**src/rtl/ml_decision_collector_if.sv**
```systemverilog
// ml_decision_collector_if
//   Decision handshake between the ML decision collector and the output stage.
//   o_valid : decision available (producer -> consumer)
//   i_ready : consumer accepts the decision (consumer -> producer)
//   o_idx   : index of the minimum-metric candidate
//   o_min   : minimum metric of the frame
//   o_min2  : second-smallest metric (only when ML_SECOND_MIN_EN is defined)
//   Modports: master = collector side, slave = output-stage side.
interface ml_decision_collector_if #(
    parameter int unsigned METRIC_WIDTH = 24
);
    logic                    o_valid;
    logic                    i_ready;
    logic [4:0]              o_idx;
    logic [METRIC_WIDTH-1:0] o_min;
`ifdef ML_SECOND_MIN_EN
    logic [METRIC_WIDTH-1:0] o_min2;
`endif

    modport master (
        output o_valid,
        output o_idx,
        output o_min,
`ifdef ML_SECOND_MIN_EN
        output o_min2,
`endif
        input  i_ready
    );

    modport slave (
        input  o_valid,
        input  o_idx,
        input  o_min,
`ifdef ML_SECOND_MIN_EN
        input  o_min2,
`endif
        output i_ready
    );
endinterface

```
**src/rtl/ml_decision_collector.sv**
```systemverilog
// ml_decision_collector
//   Collects one (index, metric) pair per candidate from the compute unit, tracks the
//   minimum metric and its index over a NUM_CAND-candidate frame, flags duplicate or
//   missing indices, and offers the hard decision over a valid/ready handshake.
//   Optional macro ML_SECOND_MIN_EN adds the second-smallest metric (dec.o_min2).
// Ports:
//   i_clk, i_reset : clock and synchronous active-high reset
//   i_cu_en        : metric-valid strobe
//   i_cnt          : candidate index; bit 5 marks the sweep terminator (ignored)
//   i_metric       : distance metric for i_cnt
//   dec            : decision handshake (o_valid, i_ready, o_idx, o_min[, o_min2])
//   o_busy         : frame in progress or decision held
//   o_dup_err      : sticky duplicate/missing index flag
//   o_drop_err     : sticky flag for a metric that arrived while holding a decision
module ml_decision_collector #(
    parameter int unsigned METRIC_WIDTH = 24,
    parameter int unsigned NUM_CAND     = 32
) (
    input  logic                    i_clk,
    input  logic                    i_reset,
    input  logic                    i_cu_en,
    input  logic [5:0]              i_cnt,
    input  logic [METRIC_WIDTH-1:0] i_metric,
    ml_decision_collector_if.master dec,
    output logic                    o_busy,
    output logic                    o_dup_err,
    output logic                    o_drop_err
);
    localparam int unsigned IDX_W = (NUM_CAND > 1) ? $clog2(NUM_CAND) : 1;
    localparam int unsigned CNT_W = $clog2(NUM_CAND) + 1;
    localparam logic [METRIC_WIDTH-1:0] MetOnes = '1;

    typedef logic [NUM_CAND-1:0] mask_t;
    typedef enum logic [1:0] {StIdle, StAcc, StHold} state_t;

    state_t                  state_q, state_d;
    logic [METRIC_WIDTH-1:0] min_q, min_d;
    logic [IDX_W-1:0]        idx_q, idx_d;
    mask_t                   mask_q, mask_d;
    logic [CNT_W-1:0]        cnt_q, cnt_d;
    logic                    dup_q, dup_d;
    logic                    drop_q, drop_d;
`ifdef ML_SECOND_MIN_EN
    logic [METRIC_WIDTH-1:0] min2_q, min2_d;
`endif

    logic             accept;
    logic [IDX_W-1:0] idx_in;
    mask_t            onehot;

    always_comb begin
        state_d = state_q;
        min_d   = min_q;
        idx_d   = idx_q;
        mask_d  = mask_q;
        cnt_d   = cnt_q;
        dup_d   = dup_q;
        drop_d  = drop_q;
`ifdef ML_SECOND_MIN_EN
        min2_d  = min2_q;
`endif
        // Terminator (bit 5) is never a real candidate.
        accept = i_cu_en & ~i_cnt[5];
        idx_in = i_cnt[IDX_W-1:0];
        onehot = mask_t'(1) << idx_in;

        unique case (state_q)
            StIdle: begin
                if (accept) begin
                    state_d = StAcc;
                    min_d   = i_metric;
                    idx_d   = idx_in;
                    mask_d  = onehot;
                    cnt_d   = CNT_W'(1);
`ifdef ML_SECOND_MIN_EN
                    min2_d  = MetOnes;
`endif
                end
            end
            StAcc: begin
                if (accept) begin
                    // Strict compare: ties keep the earlier index.
                    if (i_metric < min_q) begin
                        min_d  = i_metric;
                        idx_d  = idx_in;
`ifdef ML_SECOND_MIN_EN
                        min2_d = min_q;
                    end else if (i_metric < min2_q) begin
                        min2_d = i_metric;
`endif
                    end
                    if ((mask_q & onehot) != '0) begin
                        dup_d = 1'b1;
                    end
                    mask_d = mask_q | onehot;
                    cnt_d  = cnt_q + CNT_W'(1);
                end
            end
            StHold: begin
                // Held decision is never disturbed by late samples.
                if (accept) begin
                    drop_d = 1'b1;
                end
                if (dec.i_ready) begin
                    state_d = StIdle;
                    min_d   = MetOnes;
                    idx_d   = '0;
                    mask_d  = '0;
                    cnt_d   = '0;
`ifdef ML_SECOND_MIN_EN
                    min2_d  = MetOnes;
`endif
                end
            end
            default: state_d = StIdle;
        endcase

        // Frame completes on the cycle the last sample is accepted.
        if (state_q != StHold && accept && cnt_d == CNT_W'(NUM_CAND)) begin
            state_d = StHold;
            if (~&mask_d) begin
                dup_d = 1'b1;
            end
        end
    end

    always_ff @(posedge i_clk) begin
        if (i_reset) begin
            state_q <= StIdle;
            min_q   <= MetOnes;
            idx_q   <= '0;
            mask_q  <= '0;
            cnt_q   <= '0;
            dup_q   <= 1'b0;
            drop_q  <= 1'b0;
`ifdef ML_SECOND_MIN_EN
            min2_q  <= MetOnes;
`endif
        end else begin
            state_q <= state_d;
            min_q   <= min_d;
            idx_q   <= idx_d;
            mask_q  <= mask_d;
            cnt_q   <= cnt_d;
            dup_q   <= dup_d;
            drop_q  <= drop_d;
`ifdef ML_SECOND_MIN_EN
            min2_q  <= min2_d;
`endif
        end
    end

    assign dec.o_valid = (state_q == StHold);
    assign dec.o_idx   = 5'(idx_q);
    assign dec.o_min   = min_q;
`ifdef ML_SECOND_MIN_EN
    assign dec.o_min2  = min2_q;
`endif
    assign o_busy      = (state_q != StIdle);
    assign o_dup_err   = dup_q;
    assign o_drop_err  = drop_q;
endmodule

```
**src/flat_wrapper.sv**
```systemverilog
// flat-port wrapper written by rule: the top's interface ports become plain ports
module ml_decision_collector_flat 
#(
    parameter int unsigned METRIC_WIDTH = 24,
    parameter int unsigned NUM_CAND     = 32
)
  (i_clk, i_reset, i_cu_en, i_cnt, i_metric, o_busy, o_dup_err, o_drop_err, dec_o_valid, dec_o_idx, dec_o_min, dec_i_ready);
  ml_decision_collector_if #(.METRIC_WIDTH(METRIC_WIDTH)) dec_i ();
  input  logic i_clk;
  input  logic i_reset;
  input  logic i_cu_en;
  input  logic [5:0] i_cnt;
  input  logic [METRIC_WIDTH-1:0] i_metric;
  output logic o_busy;
  output logic o_dup_err;
  output logic o_drop_err;
  output wire logic [$bits(dec_i.o_valid)-1:0] dec_o_valid;
  output wire logic [$bits(dec_i.o_idx)-1:0] dec_o_idx;
  output wire logic [$bits(dec_i.o_min)-1:0] dec_o_min;
  input wire logic [$bits(dec_i.i_ready)-1:0] dec_i_ready;
  assign dec_o_valid = dec_i.o_valid;
  assign dec_o_idx = dec_i.o_idx;
  assign dec_o_min = dec_i.o_min;
  assign dec_i.i_ready = dec_i_ready;
  ml_decision_collector #(.METRIC_WIDTH(METRIC_WIDTH), .NUM_CAND(NUM_CAND)) u_core (.i_clk(i_clk), .i_reset(i_reset), .i_cu_en(i_cu_en), .i_cnt(i_cnt), .i_metric(i_metric), .dec(dec_i), .o_busy(o_busy), .o_dup_err(o_dup_err), .o_drop_err(o_drop_err));
endmodule
```
**config.mk**
```make
export PLATFORM = sky130hd
export DESIGN_NAME = ml_decision_collector_flat
export DESIGN_NICKNAME = d
export VERILOG_FILES = /design/src/rtl/ml_decision_collector_if.sv /design/src/rtl/ml_decision_collector.sv /design/src/flat_wrapper.sv
export SDC_FILE = /design/constraint.sdc
export NUM_CORES = 1
export LEC_CHECK = 0
export ABC_CLOCK_PERIOD_IN_PS = 2700
export CORE_MARGIN = 3
export CORE_UTILIZATION = 25
export DETAILED_ROUTE_END_ITERATION = 16
export GPL_TIMING_DRIVEN = 0
export PLACE_DENSITY = 0.48
export SETUP_SLACK_MARGIN = 0.2
export SLEW_MARGIN = 20
export SYNTH_ARGS = -nofsm -noshare
export SYNTH_HDL_FRONTEND = slang
export SYNTH_SLANG_ARGS = --single-unit
```
**constraint.sdc**
```tcl
create_clock -name i_clk -period 2.7 [get_ports i_clk]
set_clock_uncertainty 0.2 [all_clocks]
set_input_delay 0.27 -clock i_clk [delete_from_list [all_inputs] [get_ports i_clk]]
set_output_delay 0.27 -clock i_clk [all_outputs]
set_load 0.05 [all_outputs]
```
Yosys cells after proc, flatten, opt, wreduce, memory -nomap -nowiden:

Cells that the tools add are included.

* bits in registers: 71
* input port bits: 34
* output and inout bits: 33

* add/subtract/negate cells: 1
* magnitude comparators: 1
* equality and inequality tests: 11
* shifts and indexed selects: 1
* mux-type cells: 27
* bitwise logic cells: 5
* reductions and logical operators: 12

Operators by type and width (number)
* 24-bit two-way mux: 4
* 32-bit two-way mux: 3
* 32-bit case mux with 3 select lines: 1
* 24-bit case mux with 3 select lines: 1
* 32-bit bitwise AND: 1
* 32-bit bitwise OR: 1
* 32-bit AND reduction: 1
* 32-bit nonzero test: 1
* 1-bit by 5-bit << shifter with 32-bit output, first input constant: 1
* 24-bit < comparator: 1
* 5-bit two-way mux: 4
* 6-bit two-way mux: 3
* 6-bit case mux with 3 select lines: 1
* 5-bit case mux with 3 select lines: 1
* 2-bit by 1-bit != test with 1-bit output, second input constant: 5
* 6-bit by 1-bit adder with 6-bit output, second input constant: 1
* 6-bit == test, second input constant: 1
* 2-bit two-way mux: 3
* 3-bit by 1-bit != test with 1-bit output, second input constant: 2
* 2-bit case mux with 3 select lines: 1
* 3-bit AND reduction: 2
* 1-bit two-way mux: 5
* 5-bit AND reduction: 1
* 3-bit nonzero test: 1
* other kinds (10): 12

Depth between registers and ports, before layout:

* word-level depth: 8
* mapped depth: 10

Worst setup path after synthesis:

No wires, ideal clock.

* path kind: register -> register
* from: reg u_core.min_q[5], in the netlist u_core.dec.o_min[5]
* to: reg u_core.idx_q[2], in the netlist u_core.dec.o_idx[2]
* setup time: 0.128 ns
* arrival time: 2.533 ns
* path slack: -0.160 ns
* stages on the path, launching flop included: 11
* path buffers: 1
* clock period less this slack: 2.860 ns
* cell sequence: dfxtp_1 > inv_1 > ha_1 > a21o_1 > a211oi_1 > o211ai_1 > a211o_1 > a22oi_4 > buf_2 > mux2i_1 > nor2_1

* word-level cells in the longest chain between the ends: 3

Ends and longest elaborated chain
* start: declaration: line ml_decision_collector.sv:37 `logic [METRIC_WIDTH-1:0] min_q, min_d;`
* start signal: assignment: line ml_decision_collector.sv:130 `min_q <= MetOnes;`
* start signal: assignment: line ml_decision_collector.sv:141 `min_q <= min_d;`
* 24-bit < comparator: line ml_decision_collector.sv:83 `if (i_metric < min_q) begin`
* 2-bit by 1-bit != test with 1-bit output (no source line)
* 5-bit AND reduction (no source line)
* end signal: assignment: line ml_decision_collector.sv:142 `idx_q <= idx_d;`
* end: declaration: line ml_decision_collector.sv:38 `logic [IDX_W-1:0] idx_q, idx_d;`

No other way between the ends.
A chain may end at the register's enable or synchronous reset.

Worst setup path after layout:

* from: in i_cnt[0]
* to: reg u_core.dup_q, in the netlist u_core.o_dup_err

* word-level cells in the longest chain between the ends: 8
* elaborated cells on any way between the ends: 13
* classes of those cells: 1 x shift; 8 x mux; 2 x bitwise; 2 x reduce/logical

Ends and longest elaborated chain
* start: declaration: line flat_wrapper.sv:12 `input logic [5:0] i_cnt;`
* 1-bit by 5-bit << shifter with 32-bit output *: line ml_decision_collector.sv:65 `onehot = mask_t'(1) << idx_in;`
* 32-bit bitwise AND: line ml_decision_collector.sv:92 `if ((mask_q & onehot) != '0) begin`
* 32-bit nonzero test: line ml_decision_collector.sv:92
* 1-bit two-way mux: line ml_decision_collector.sv:92
* 1-bit two-way mux: line ml_decision_collector.sv:81 `if (accept) begin`
* 1-bit two-way mux: line ml_decision_collector.sv:67 `unique case (state_q)`
* 1-bit two-way mux: line ml_decision_collector.sv:121 `if (~&mask_d) begin`
* 1-bit two-way mux *: line ml_decision_collector.sv:119 `if (state_q != StHold && accept && cnt_d == CNT_W'(NUM_CAND)) begin`
* end signal: assignment: line ml_decision_collector.sv:145 `dup_q <= dup_d;`
* end: declaration: line ml_decision_collector.sv:41 `logic dup_q, dup_d;`

Every way passes the cells marked *; elsewhere a longest branch is shown, timed or not.

==> flow_metrics.py <==
metrics = {
    "run_status": {
        "status": "finished clean",
    },
    "worst_setup_path": {
        "critPathBufInv": 3,
        "ff2ff_setup_slack_ps": 310,
        "cp_num_cells": 10,
        "cp-end-kind": "flip-flop",
        "critPathTopFamily": "simple AND/OR/NAND/NOR gates",
        "worstPathRequired_ps": 2700,
        "crit_path_max_incr_delay_ps": 470,
        "cp.arrival_ps": 2400,
        "critPathMaxFanout": 8,
        "start_kind": "input port",
        "crit_top_cell": "buf_2",
        "crit_type": "in -> reg",
        "worstRegToRegCells": 9,
        "crit_chain": "clkdlybuf4s15_1, nor2b_1, buf_2, and2_1, buf_2, a32oi_1, nor4_1, nand4_1, o41ai_2, a21oi_1",
        "cp_slowest_cell": "clkdlybuf4s15_1",
    },
    "hold_path": {
        "hold_path_depth": 3,
        "min_path_type": "in -> reg",
    },
    "floorplanning": {
        "core_area_mm2": 0.01664,
        "die_h_um": 136.6,
        "rows": 47,
        "start_util": 0.2561,
        "dieArea_mm2": 0.01865,
        "die_w_um": 136.6,
        "io_pins": 67,
    },
    "clocking": {
        "cts-root-buf": "clkbuf_16",
        "cts_max_path_buffers": 2,
        "cts_sinks": 71,
        "clk_latency_ps": 350,
        "htreeDepth": 3,
        "path_clk_slew_ps": 60,
        "cts_made_buffers": 9,
        "cts_tree": "done",
    },
    "timing": {
        "hold_violations": 0,
        "fmax_ghz": 0.4169,
        "tightest_slew_ps": 619.7,
        "period_share": 0.8884,
        "tns_ps": 0,
        "worst_slack_ps": 301.4,
        "rsz0062_at_grt": "true",
        "setup_viol": 0,
        "period_minus_slack_ps": 2399,
        "finalMaxSlewViolations": 0,
        "timing.hold.ws_ps": 222.2,
        "timing.slew.headroom": 0.5868,
    },
    "drt": {
        "ant_nets": 0,
        "drtPass1Iterations": 5,
        "wire_per_inst_um": 16.82,
        "num_vias": 4266,
        "vias_per_cell": 5.140,
        "drc": 0,
        "drt_iter0_drc": 257,
        "drt_wl_total_um": 13960,
    },
    "global_routing": {
        "grt-ovfl-total": 0,
        "gr-usage-met2": 0.2445,
        "antenna_found_initial": 0,
        "grt_pass1_wl_um": 22390,
        "grt_max_degree": 14,
        "met3_usage": 0.03456,
        "grt_use_met1": 0.2072,
        "grt_usage": 0.1532,
        "busiest_layer": "met2",
        "grt_pass1_vias": 4142,
    },
    "yosys": {
        "synthArstFlopShare": 0,
        "yosys-top-cells-area": "dfxtp_1 (33%), ha_1 (7.3%), nor3_1 (6.2%)",
        "synthFlopType": "dfxtp_1",
        "ys_seq_area_frac": 0.3334,
        "synth_enable_flop_cells": 0,
        "ys_warn_count": 0,
        "postSynthNetCount": 577,
        "synth_top_area_cell": "dfxtp_1",
        "ys_ff_latch": 71,
        "avgSynthCellArea_um2": 8.229,
        "syn-cell-area_mm2": 0.004263,
        "synth_top_area_frac": 0.3334,
        "netlist_instances": 518,
        "synthDistinctLibCells": 64,
    },
    "finish": {
        "num_antenna_cells": 0,
        "num-nets-final": 664,
        "postLayoutCoreUtil": 0.3440,
        "drive_gt1_frac": 0.1869,
        "areaGrowthSynthToFinish_pct": 34.28,
    },
    "power_and_ir_drop": {
        "leakagePower_nw": 2.349,
        "pwr_density_cell_mw_per_mm2": 484.6,
        "total_power_mw": 2.774,
        "peakVddDrop_uv": 289.8,
    },
    "flow_run": {
        "cap_violations": 0,
    },
    "place": {
        "place_congestion": 0.9129,
        "preCtsSetupSlack_ps": -617.0,
        "dp_hpwl_um": 10290,
        "port_buffers": 64,
    },
}
[worst reg2reg max path, stage by stage, from the launching register on]
cell	delay, ps
dfxtp_2	360
nor4b_4	250
buf_4	190
and2_1	130
buf_4	160
a32oi_1	120
nor4_1	310
nand4_1	190
o41ai_2	250
a21oi_1	100
[stage by stage]
step | std cells | area, um2
after floorplan | 518 | 4304
after global placement | 802 | 5220
after detailed placement | 802 | 5220
after CTS | 824 | 5608
after global routing | 830 | 5724
final | 830 | 5724
[cells in the final DEF, fill, tap and decap left out, drive strengths merged, types with 8 or more instances in the layout]
cell type,n
mux2i,10
dfxtp,71
clkbuf,39
ha,25
nor2b,16
a22oi,33
a21oi,42
o21ai,10
nor2,47
nand4,9
nand2,17
buf,30
a32oi,10
clkdlybuf4s50,57
nand3,9
and2,8
inv,31
nor3,53
[cells by family (layout without fill, tap and decap cells)]
logic type / count (synthesis) / in the layout / synth area share
AND/OR/NAND/NOR: 189 / 189 / 0.2374
AO/OA/AOI/OAI: 140 / 140 / 0.2378
adder cells (fa/ha/maj): 25 / 25 / 0.07338
buffers and inverters: 77 / 169 / 0.07602
multiplexers: 16 / 16 / 0.04197
flip-flops: 71 / 71 / 0.3334
[layer usage]
metal	routed length (um)	vias up
li1	-	2082
met1	6623	2055
met2	6340	118
met3	861	11
met4	139	0
met5	0	-
[cells in the mapped netlist (3+ instances only)]
library cell  number
dfxtp_1           71
nor3_1            53
nor2_1            47
a21oi_1           41
a22oi_1           32
clkbuf_1          32
inv_1             28
ha_1              25
nand2_1           17
nor2b_1           15
buf_2             10
mux2i_1           10
a32oi_1            9
nand3_1            9
nand4_1            9
o21ai_0            8
and2_1             7
a21o_1             6
a31o_2             6
nand2b_1           6
nand3b_1           6
a211oi_1           4
a31oi_1            4
mux2_2             4
nor4_1             4
o21a_1             3
[path summary, 6_finish.rpt]
check / startpoint / to
hold / removal: i_metric[2] / u_core.dec.o_min[2]
setup reg to reg: u_core.state_q[1] / u_core.o_dup_err
hold reg to reg: u_core.o_drop_err / u_core.o_drop_err
setup / recovery: i_cnt[0] / u_core.o_dup_err
[cell type report]
cell class	count	area, um2
fill	1752	10920
multi-input combinational	370	2639
sequential	71	1445
timing repair buffer	76	723.2
tap	220	275.3
buffer	47	255.2
clock buffer	9	225.2
inverter	30	112.6
clock inverter	7	48.80
[power breakdown]
group	switching, mW	total (mW)	internal (mW)
Clock	0.489	1.11	0.621
Sequential	0.0272	1.11	1.08
Combinational	0.336	0.555	0.219
[repair_timing]
action,4_1_cts,5_1_grt
gates resized for setup,40,23
buffers inserted,5,6
hold buffers,0,0
gates cloned,1,0
pin swaps,7,13
setup endpoints to repair,31,31
[registers in the layout (all words and copies together), names as in the netlist]
name / count
u_core.o_drop_err: 1
u_core.mask_q: 32
u_core.o_dup_err: 1
u_core.dec.o_idx: 5
u_core.dec.o_min: 24
u_core.state_q: 2
u_core.cnt_q: 6
(Power assumes the default switching activity.)
